--- config.mk ---
export PLATFORM = sky130hd
export DESIGN_NAME = lmb_bram_port_arbiter
export DESIGN_NICKNAME = d
export VERILOG_FILES = /design/src/rtl/lmb_bram_port_arbiter.sv
export SDC_FILE = /design/constraint.sdc
export NUM_CORES = 1
export LEC_CHECK = 0
export CAP_MARGIN = 20
export CORE_ASPECT_RATIO = 0.6
export CORE_MARGIN = 5
export CORE_UTILIZATION = 37
export DETAILED_ROUTE_END_ITERATION = 6
export GPL_TIMING_DRIVEN = 0
export HOLD_SLACK_MARGIN = 0.12
export PLACE_DENSITY = 0.87
export SLEW_MARGIN = 20
export SYNTH_ARGS = -nofsm -noshare
export SYNTH_HDL_FRONTEND = slang
export SYNTH_SLANG_ARGS = --single-unit
--- constraint.sdc ---
create_clock -name BRAM_Clk -period 5 [get_ports BRAM_Clk]
set_input_delay 1 -clock BRAM_Clk [delete_from_list [all_inputs] [get_ports BRAM_Clk]]
set_output_delay 1 -clock BRAM_Clk [all_outputs]
set_load 0.005 [all_outputs]
--- src/rtl/lmb_bram_port_arbiter.sv ---
// lmb_bram_port_arbiter
// Shares one LMB BRAM port between two streaming requesters (0 = ADC capture
// writer, 1 = DAC playback reader). Round-robin arbitration with a bounded
// burst lock, address range check, and a 2-stage read-tag pipeline that
// steers returned BRAM data to the requester that issued the read.
//
// Ports
//   BRAM_Clk, BRAM_Rst_N          clock, asynchronous active-low reset
//   ReqX/WeX/BeX/AddrX/WDataX     requester X access (held until AckX)
//   AckX                          combinational grant, same cycle as request
//   Rd_Data, Rd_ValidX            read return, two cycles after the grant
//   Err                           one-cycle pulse for an out-of-range access
//   BRAM_EN/WEN/Addr/Dout         registered BRAM port drive
//   BRAM_Din                      BRAM read data, one cycle after EN
//
// Bus vectors are numbered [W-1:0] with their numeric value preserved, so
// BRAM-style bits [30:31] are the two address LSBs here.
module lmb_bram_port_arbiter #(
  parameter int unsigned C_MEMSIZE     = 32'h0001_0000,
  parameter int unsigned C_BASEADDR    = 32'h0000_0000,
  parameter int unsigned C_PORT_DWIDTH = 32,
  parameter int unsigned C_PORT_AWIDTH = 32,
  parameter int unsigned C_NUM_WE      = 4,
  parameter int unsigned C_MAX_BURST   = 4
) (
  input  logic                     BRAM_Clk,
  input  logic                     BRAM_Rst_N,
  input  logic                     Req0,
  input  logic                     Req1,
  input  logic                     We0,
  input  logic                     We1,
  input  logic [C_NUM_WE-1:0]      Be0,
  input  logic [C_NUM_WE-1:0]      Be1,
  input  logic [C_PORT_AWIDTH-1:0] Addr0,
  input  logic [C_PORT_AWIDTH-1:0] Addr1,
  input  logic [C_PORT_DWIDTH-1:0] WData0,
  input  logic [C_PORT_DWIDTH-1:0] WData1,
  output logic                     Ack0,
  output logic                     Ack1,
  output logic [C_PORT_DWIDTH-1:0] Rd_Data,
  output logic                     Rd_Valid0,
  output logic                     Rd_Valid1,
  output logic                     Err,
  output logic                     BRAM_EN,
  output logic [C_NUM_WE-1:0]      BRAM_WEN,
  output logic [C_PORT_AWIDTH-1:0] BRAM_Addr,
  output logic [C_PORT_DWIDTH-1:0] BRAM_Dout,
  input  logic [C_PORT_DWIDTH-1:0] BRAM_Din
);

  localparam int unsigned CNT_W = 4;
  localparam logic [CNT_W-1:0]         MAX_CNT    = CNT_W'(C_MAX_BURST);
  localparam logic [C_PORT_AWIDTH-1:0] BASE       = C_PORT_AWIDTH'(C_BASEADDR);
  localparam logic [C_PORT_AWIDTH-1:0] SIZE       = C_PORT_AWIDTH'(C_MEMSIZE);
  localparam logic [C_PORT_AWIDTH-1:0] ALIGN_MASK = ~C_PORT_AWIDTH'(3);

  // Arbitration state
  logic             r_last_grant;
  logic [CNT_W-1:0] r_burst_cnt;

  // Issue stage registers
  logic                     r_en;
  logic [C_NUM_WE-1:0]      r_wen;
  logic [C_PORT_AWIDTH-1:0] r_addr;
  logic [C_PORT_DWIDTH-1:0] r_dout;
  logic                     r_err;

  // Read-tag pipeline: stage 1 alongside the issue, stage 2 alongside the return
  logic r_t1_vld;
  logic r_t1_id;
  logic r_t1_oor;
  logic r_rv0;
  logic r_rv1;
  logic r_rd_oor;

  logic                     w_grant0;
  logic                     w_grant1;
  logic                     w_any;
  logic                     w_keep;
  logic                     w_we;
  logic [C_NUM_WE-1:0]      w_be;
  logic [C_PORT_AWIDTH-1:0] w_addr;
  logic [C_PORT_DWIDTH-1:0] w_wdata;
  logic                     w_in_range;

  // Grant decision. The owner keeps a contended port only while a burst is
  // live (count non-zero) and below the cap; an idle gap or a full burst
  // hands the tie to the other side, so requester 0 wins the first tie.
  always_comb begin
    w_grant0 = 1'b0;
    w_grant1 = 1'b0;
    w_keep   = (r_burst_cnt != '0) && (r_burst_cnt < MAX_CNT);
    if (Req0 && Req1) begin
      if (w_keep) begin
        w_grant0 = ~r_last_grant;
        w_grant1 = r_last_grant;
      end else begin
        w_grant0 = r_last_grant;
        w_grant1 = ~r_last_grant;
      end
    end else begin
      w_grant0 = Req0;
      w_grant1 = Req1;
    end
  end

  // Granted access mux and range check (unsigned, wraps at address width)
  always_comb begin
    w_any      = w_grant0 | w_grant1;
    w_we       = w_grant1 ? We1    : We0;
    w_be       = w_grant1 ? Be1    : Be0;
    w_addr     = w_grant1 ? Addr1  : Addr0;
    w_wdata    = w_grant1 ? WData1 : WData0;
    w_in_range = (w_addr - BASE) < SIZE;
  end

  // Burst counter and round-robin owner
  always_ff @(posedge BRAM_Clk or negedge BRAM_Rst_N) begin
    if (!BRAM_Rst_N) begin
      r_last_grant <= 1'b1;
      r_burst_cnt  <= '0;
    end else if (w_any) begin
      if (w_grant1 == r_last_grant) begin
        if (r_burst_cnt < MAX_CNT) begin
          r_burst_cnt <= r_burst_cnt + CNT_W'(1);
        end
      end else begin
        r_burst_cnt  <= CNT_W'(1);
        r_last_grant <= w_grant1;
      end
    end else begin
      r_burst_cnt <= '0;
    end
  end

  // BRAM issue stage; Addr/Dout hold across idle cycles
  always_ff @(posedge BRAM_Clk or negedge BRAM_Rst_N) begin
    if (!BRAM_Rst_N) begin
      r_en   <= 1'b0;
      r_wen  <= '0;
      r_addr <= '0;
      r_dout <= '0;
      r_err  <= 1'b0;
    end else begin
      r_en  <= w_any & w_in_range;
      r_wen <= (w_any && w_in_range && w_we) ? w_be : '0;
      r_err <= w_any & ~w_in_range;
      if (w_any) begin
        r_addr <= w_addr & ALIGN_MASK;
        r_dout <= w_wdata;
      end
    end
  end

  // Read tags; out-of-range reads still return so the requester never hangs
  always_ff @(posedge BRAM_Clk or negedge BRAM_Rst_N) begin
    if (!BRAM_Rst_N) begin
      r_t1_vld <= 1'b0;
      r_t1_id  <= 1'b0;
      r_t1_oor <= 1'b0;
      r_rv0    <= 1'b0;
      r_rv1    <= 1'b0;
      r_rd_oor <= 1'b0;
    end else begin
      r_t1_vld <= w_any & ~w_we;
      r_t1_id  <= w_grant1;
      r_t1_oor <= ~w_in_range;
      r_rv0    <= r_t1_vld & ~r_t1_id;
      r_rv1    <= r_t1_vld & r_t1_id;
      r_rd_oor <= r_t1_oor;
    end
  end

  assign Ack0      = w_grant0;
  assign Ack1      = w_grant1;
  assign BRAM_EN   = r_en;
  assign BRAM_WEN  = r_wen;
  assign BRAM_Addr = r_addr;
  assign BRAM_Dout = r_dout;
  assign Err       = r_err;
  assign Rd_Valid0 = r_rv0;
  assign Rd_Valid1 = r_rv1;
  // BRAM_Din is only meaningful in the return cycle of an in-range read
  assign Rd_Data   = ((r_rv0 || r_rv1) && !r_rd_oor) ? BRAM_Din : '0;

endmodule

==> flow_summary.yaml, run 1 <==
sta:
  setup_viol: 0
  whs_ns: 0.352
  relSlewSlack_pct: 61.1
  period_share_pct: 76.5
  timing_hold_violations_final: 0
  rsz0062_at_grt: "no"
  setup_tns_ns: 0
  fin_worst_skew_ns: 0.00611
  timing.fmax_mhz: 262
  slew_violations: 0
  worst_pin_slew_ns: 0.583
  timing.final.crit_period_ns: 3.82
cts:
  cts_tree: "built"
  cts_setup_buffers: 0
  numCtsBuffers: 9
  clk_latency_ns: 0.33
  cts.clk_slew.worst_paths_ns: 0.05
  root_buffer: "clkbuf_16"
  clockBufferDepth: 2
  holdBufCountCts: 0
  ctsResizeCount: 0
  cts.sinks: 79
  cts-htree-levels: 3
synth:
  synth_common_cells: "78 x dfrtp_1, 66 x inv_1, 46 x a222oi_1, 34 x and2_1, 25 x a21oi_1"
  synth.largest_area_cell: "dfrtp_1"
  synthTopCellsByArea: "dfrtp_1 53%, a222oi_1 13%, inv_1 6.7%, and2_1 5.8%, a21oi_1 3.4%"
  synth_edf_count: 0
  synth-async-reset-ratio_pct: 100
  synth_cells: 353
  yosysMostFrequentCell: "dfrtp_1"
  syn_area_per_cell_um2: 10.4
  ys.flop_type: "dfrtp_1"
  yosysWarnings: 0
  synth_cell_types: 36
  ys_seq_area_share_pct: 53.9
  yosysTopAreaCellShare_pct: 53.2
  synth_area_um2: 3670
  synth_seq_cells: 79
worst_hold_path:
  hp-class: "reg2reg"
  hold_depth: 0
drt:
  drtIter0Drc: 344
  vias: 4100
  ant_nets: 0
  vias_per_cell: 5.27
  detail_route.wl_per_cell_um: 19.3
  routed_wl_um: 15000
  drc: 1
  dr.pass1.iters: 7
cells_and_area:
  fillers: 702
  antenna_cells: 0
  area_growth_pct: 89.6
  drive_gt1_share_pct: 6.69
  fin_cells: 778
  fin_util_pct: 71.2
  final_nets: 814
die:
  die_area_um2: 12100
  start_util_pct: 37.6
  io_pins: 280
  rows: 28
  die_h_um: 87.2
  core-area_um2: 9770
  die_w_um: 139
pwr:
  pwr-share-clk_pct: 31.1
  total_power_uw: 2610
  power-per-cell-area_nw_per_um2: 375
  power_leakage_uw: 0.00306
  swShare_pct: 27.9
  sequentialPowerShare_pct: 34.1
  comb_power_share_pct: 34.9
  switching_power_uw: 729
  vdd_drop_max_mv: 0.279
  p_int_uw: 1880
setup_path:
  critical_path_class: "in2out"
  critPathCaptureType: "output port"
  arrival_ns: 2.82
  cp_max_fo: 11
  worstSetupStartpointType: "input port"
  reg2regPathDepth: 8
  worst_ep_required_time_ns: 4.00
grt:
  track_usage_pct: 23.6
  grt_pass1_vias: 4358
  grt_overflow_total: 0
  grt_first_pass_wirelength_um: 22600
  antenna_found_initial: 0
  grt_max_degree: 60
placed_design:
  hpwl_um: 12100
  numPortBuffers: 272
  numPlacedInstances: 762
  place.gp.congestion: 0.921
job:
  maxCapViolCount: 0
status:
  violations: "DRC"
  outcome: "complete, but fails checks"
==> power groups by stage <==
stage	sequential [uW]	combinational, uW	clock, uW
5_1_grt	907	977	854
6_report	889	911	811
2_1_floorplan	898	330	0
4_1_cts	888	914	825
3_3_place_gp	889	875	0
3_5_place_dp	896	910	0
==> state kept, by name, indices dropped and copies added, names as in the netlist <==
name / count
BRAM_EN: 1
r_burst_cnt: 4
Rd_Valid1: 1
r_t1_id: 1
BRAM_Addr: 30
Rd_Valid0: 1
Err: 1
BRAM_Dout: 32
r_t1_oor: 1
r_t1_vld: 1
BRAM_WEN: 4
r_last_grant: 1
r_rd_oor: 1
==> logic make-up (layout without fill, tap and decap cells) <==
logic type | after synthesis | count (layout) | synth area share [%]
flops | 79 | 79 | 53.9
fa+ha+maj | 2 | 2 | 0.681
simple gates | 73 | 73 | 11.5
compound gates | 98 | 98 | 21.1
other cells | 1 | 2 | 0.102
mux | 4 | 4 | 1.19
buf+inv | 96 | 385 | 11.6
==> layout make-up <==
class	count	area [um^2]	area share (%)
clock inverters	5	129	1.85
multi-input cells	179	1270	18.3
flip-flops and latches	79	1980	28.4
plain buffers	29	174	2.50
well taps	135	169	2.43
inverters	67	251	3.61
clock buffers	11	243	3.49
repair buffers	273	2750	39.5
==> final timing paths <==
check / start / to / slack (ns)
worst max register to register: r_burst_cnt[0]$_DFFE_PN0P_ / BRAM_Dout[22]$_DFFE_PN0P_ / 2.83
min in group asynchronous: BRAM_Rst_N / BRAM_Dout[26]$_DFFE_PN0P_ / 0.56
worst min register to register: r_t1_oor$_DFF_PN0_ / r_rd_oor$_DFF_PN0_ / 0.35
worst max-delay path: Req1 / Ack1 / 1.18
max in group asynchronous: BRAM_Rst_N / r_last_grant$_DFFE_PN1P_ / 3.80
worst min-delay path: r_t1_oor$_DFF_PN0_ / r_rd_oor$_DFF_PN0_ / 0.35
==> critical path, stage by stage <==
cell	delay, ns
clkdlybuf4s50_1	0.63
o211ai_2	0.16
inv_2	0.18
buf_2	0.29
clkdlybuf4s50_1	0.56
==> routing by layer <==
metal / up-vias / global-route usage [%] / part of all wire (%)
met3: 25 / 8.56 / 10
met5: - / 0 / 0
met1: 1987 / 27.5 / 38
met2: 237 / 41.6 / 50
li1: 1851 / - / -
met4: 0 / 7.28 / 1.7
==> cell usage in the layout (no fill, tap or decap), types with 2 or more instances in the layout <==
cell             Yosys  routed
inv_1               66      66
clkbuf_1            12      13
buf_2                7       7
a222oi_1            46      46
and4_1               2       2
nand2_1              3       3
buf_4                5       6
nor2_1              10      10
buf_6                5       5
mux2_2               3       3
a211oi_1             2       2
and2_1              34      34
conb_1               1       2
dfrtp_1             78      78
clkbuf_16            0       9
clkdlybuf4s50_1      0     271
nand3_1              9       9
o22ai_1             17      17
a21oi_1             25      25
bufinv_16            0       4
nor2b_1              2       2
nor4_1               8       8
ha_1                 2       2
==> stage by stage <==
step	setup slack [ns]	area, um^2
floorplan	2.18	3680
global placement	0.208	6570
detailed placement	1.22	6590
CTS	1.21	6960
global route	1.14	6960
finish	1.18	6960
Note: power is estimated with default switching activity, not from simulation.
==> run 2, diff against run 1 <==
Settings changed: CORE_UTILIZATION 37 to 34, PLACE_DENSITY 0.87 to 0.81.
Clock period 5 ns to 3.7 ns, I/O delays scaled along.
==> flow_summary.yaml, run 2 (synthesized netlist as in run 1, its figures left out) <==
grt:
  grt_first_pass_wirelength_um: 23000
  track_usage_pct: 22.4
  grt_pass1_vias: 4229
  grt_max_degree: 48
  grt_overflow_total: 0
  antenna_found_initial: 0
sta:
  rsz0062_at_grt: "no"
  timing.final.crit_period_ns: 3.37
  relSlewSlack_pct: 62.5
  fin_worst_skew_ns: 0.00786
  setup_tns_ns: 0
  timing_hold_violations_final: 0
  setup_viol: 0
  timing.fmax_mhz: 297
  slew_violations: 0
  worst_pin_slew_ns: 0.563
  period_share_pct: 91.1
worst_hold_path:
  hold_end: "r_rd_oor$_DFF_PN0_"
  hold_depth: 0
  min_from: "r_t1_oor$_DFF_PN0_"
  hp-class: "reg2reg"
drt:
  routed_wl_um: 15100
  detail_route.wl_per_cell_um: 19.3
  ant_nets: 0
  vias_per_cell: 5.15
  vias: 4027
  drtIter0Drc: 369
  dr.pass1.iters: 7
  drc: 1
pwr:
  vdd_drop_max_mv: 0.284
  power-per-cell-area_nw_per_um2: 486
  power_leakage_uw: 0.00303
setup_path:
  cpMaxStageDelayCell: "clkdlybuf4s50_1"
  worstSetupStartpointType: "flop"
  slowest_delay_ns: 0.52
  critPathCaptureType: "output port"
  reg2reg_to: "BRAM_Dout[16]$_DFFE_PN0P_"
  worst_ep_required_time_ns: 2.96
  arrival_ns: 2.63
  critical_path_class: "reg2out"
  path_cells: "inv_1 > ha_1 > or4_4 > a31oi_2 > buf_6 > buf_4 > clkdlybuf4s50_1"
  crit_buf_inv: 4
  cp_max_fo: 10
  reg2regPathDepth: 8
  ff2ff_setup_slack_ns: 1.52
  r2r-start: "r_burst_cnt[0]$_DFFE_PN0P_"
  crit_family: "buffers and inverters"
cts:
  cts_tree: "built"
  numCtsBuffers: 9
  cts.sinks: 79
  clockBufferDepth: 2
  cts_setup_buffers: 0
  ctsResizeCount: 0
  holdBufCountCts: 0
  cts.clk_slew.worst_paths_ns: 0.06
  clk_latency_ns: 0.32
  root_buffer: "clkbuf_16"
  cts-htree-levels: 3
die:
  core-area_um2: 10600
  die_area_um2: 13000
  io_pins: 280
  start_util_pct: 34.8
  rows: 29
  die_h_um: 90.5
  die_w_um: 144
cells_and_area:
  fin_util_pct: 65.4
  final_common_cell: "clkdlybuf4s50_1"
  final_nets: 814
  fillers: 839
  mostFrequentLayoutCells: "271 x clkdlybuf4s50_1, 78 x dfrtp_1, 66 x inv_1"
  drive_gt1_share_pct: 6.38
  area_growth_pct: 88.0
  largest_register_ffs: 32
  fin_cells: 782
  antenna_cells: 0
status:
  violations: "DRC"
  outcome: "complete, but fails checks"
placed_design:
  numPlacedInstances: 766
  hpwl_um: 12200
  numPortBuffers: 272
  place.gp.congestion: 0.897
job:
  maxCapViolCount: 0
==> run 2: metrics by stage <==
step                total power [uW]  area [um^2]  hold slack [ns]  setup slack, ns
floorplan                       1660         3680            0.331             1.40
global placement                2390         6570            0.336           -0.907
detailed placement              2440         6600            0.339            0.448
CTS                             3390         6900            0.352            0.302
global route                    3540         6900            0.368            0.202
finish                          3350         6900            0.350            0.329
==> run 2: how the worst max path moves through the flow <==
stage | from | depth (start not counted) | to
finish | r_burst_cnt[0]$_DFFE_PN0P_ | 7 | Ack0
CTS | r_burst_cnt[0]$_DFFE_PN0P_ | 7 | Ack0
global route | r_burst_cnt[0]$_DFFE_PN0P_ | 7 | Ack1
detailed placement | Req1 | 5 | Ack1
floorplan | Req0 | 5 | Ack0
global placement | BRAM_Rst_N | 1 | BRAM_Addr[19]$_DFFE_PN0P_
==> run 2: layout make-up <==
| class | count | area (um^2) | area share [%] |
|---|---|---|---|
| clock buffers | 12 | 236 | 3.43 |
| plain buffers | 29 | 174 | 2.52 |
| inverters | 67 | 251 | 3.64 |
| clock inverters | 4 | 70.1 | 1.01 |
| flip-flops and latches | 79 | 1980 | 28.7 |
| well taps | 139 | 174 | 2.52 |
| multi-input cells | 179 | 1270 | 18.4 |
| repair buffers | 273 | 2750 | 39.8 |
==> run 2: power by group <==
group | switching (uW) | internal (uW)
registers | 131 | 1080
clock network | 334 | 590
logic | 503 | 718
==> run 2: metal layers <==
layer | track usage [%] | vias to the layer above | share of wire (%)
met4 | 5.75 | 0 | 1.6
li1 | - | 1856 | -
met2 | 39.3 | 229 | 50
met5 | 0 | - | 0
met3 | 7.51 | 18 | 10
met1 | 26.1 | 1924 | 38
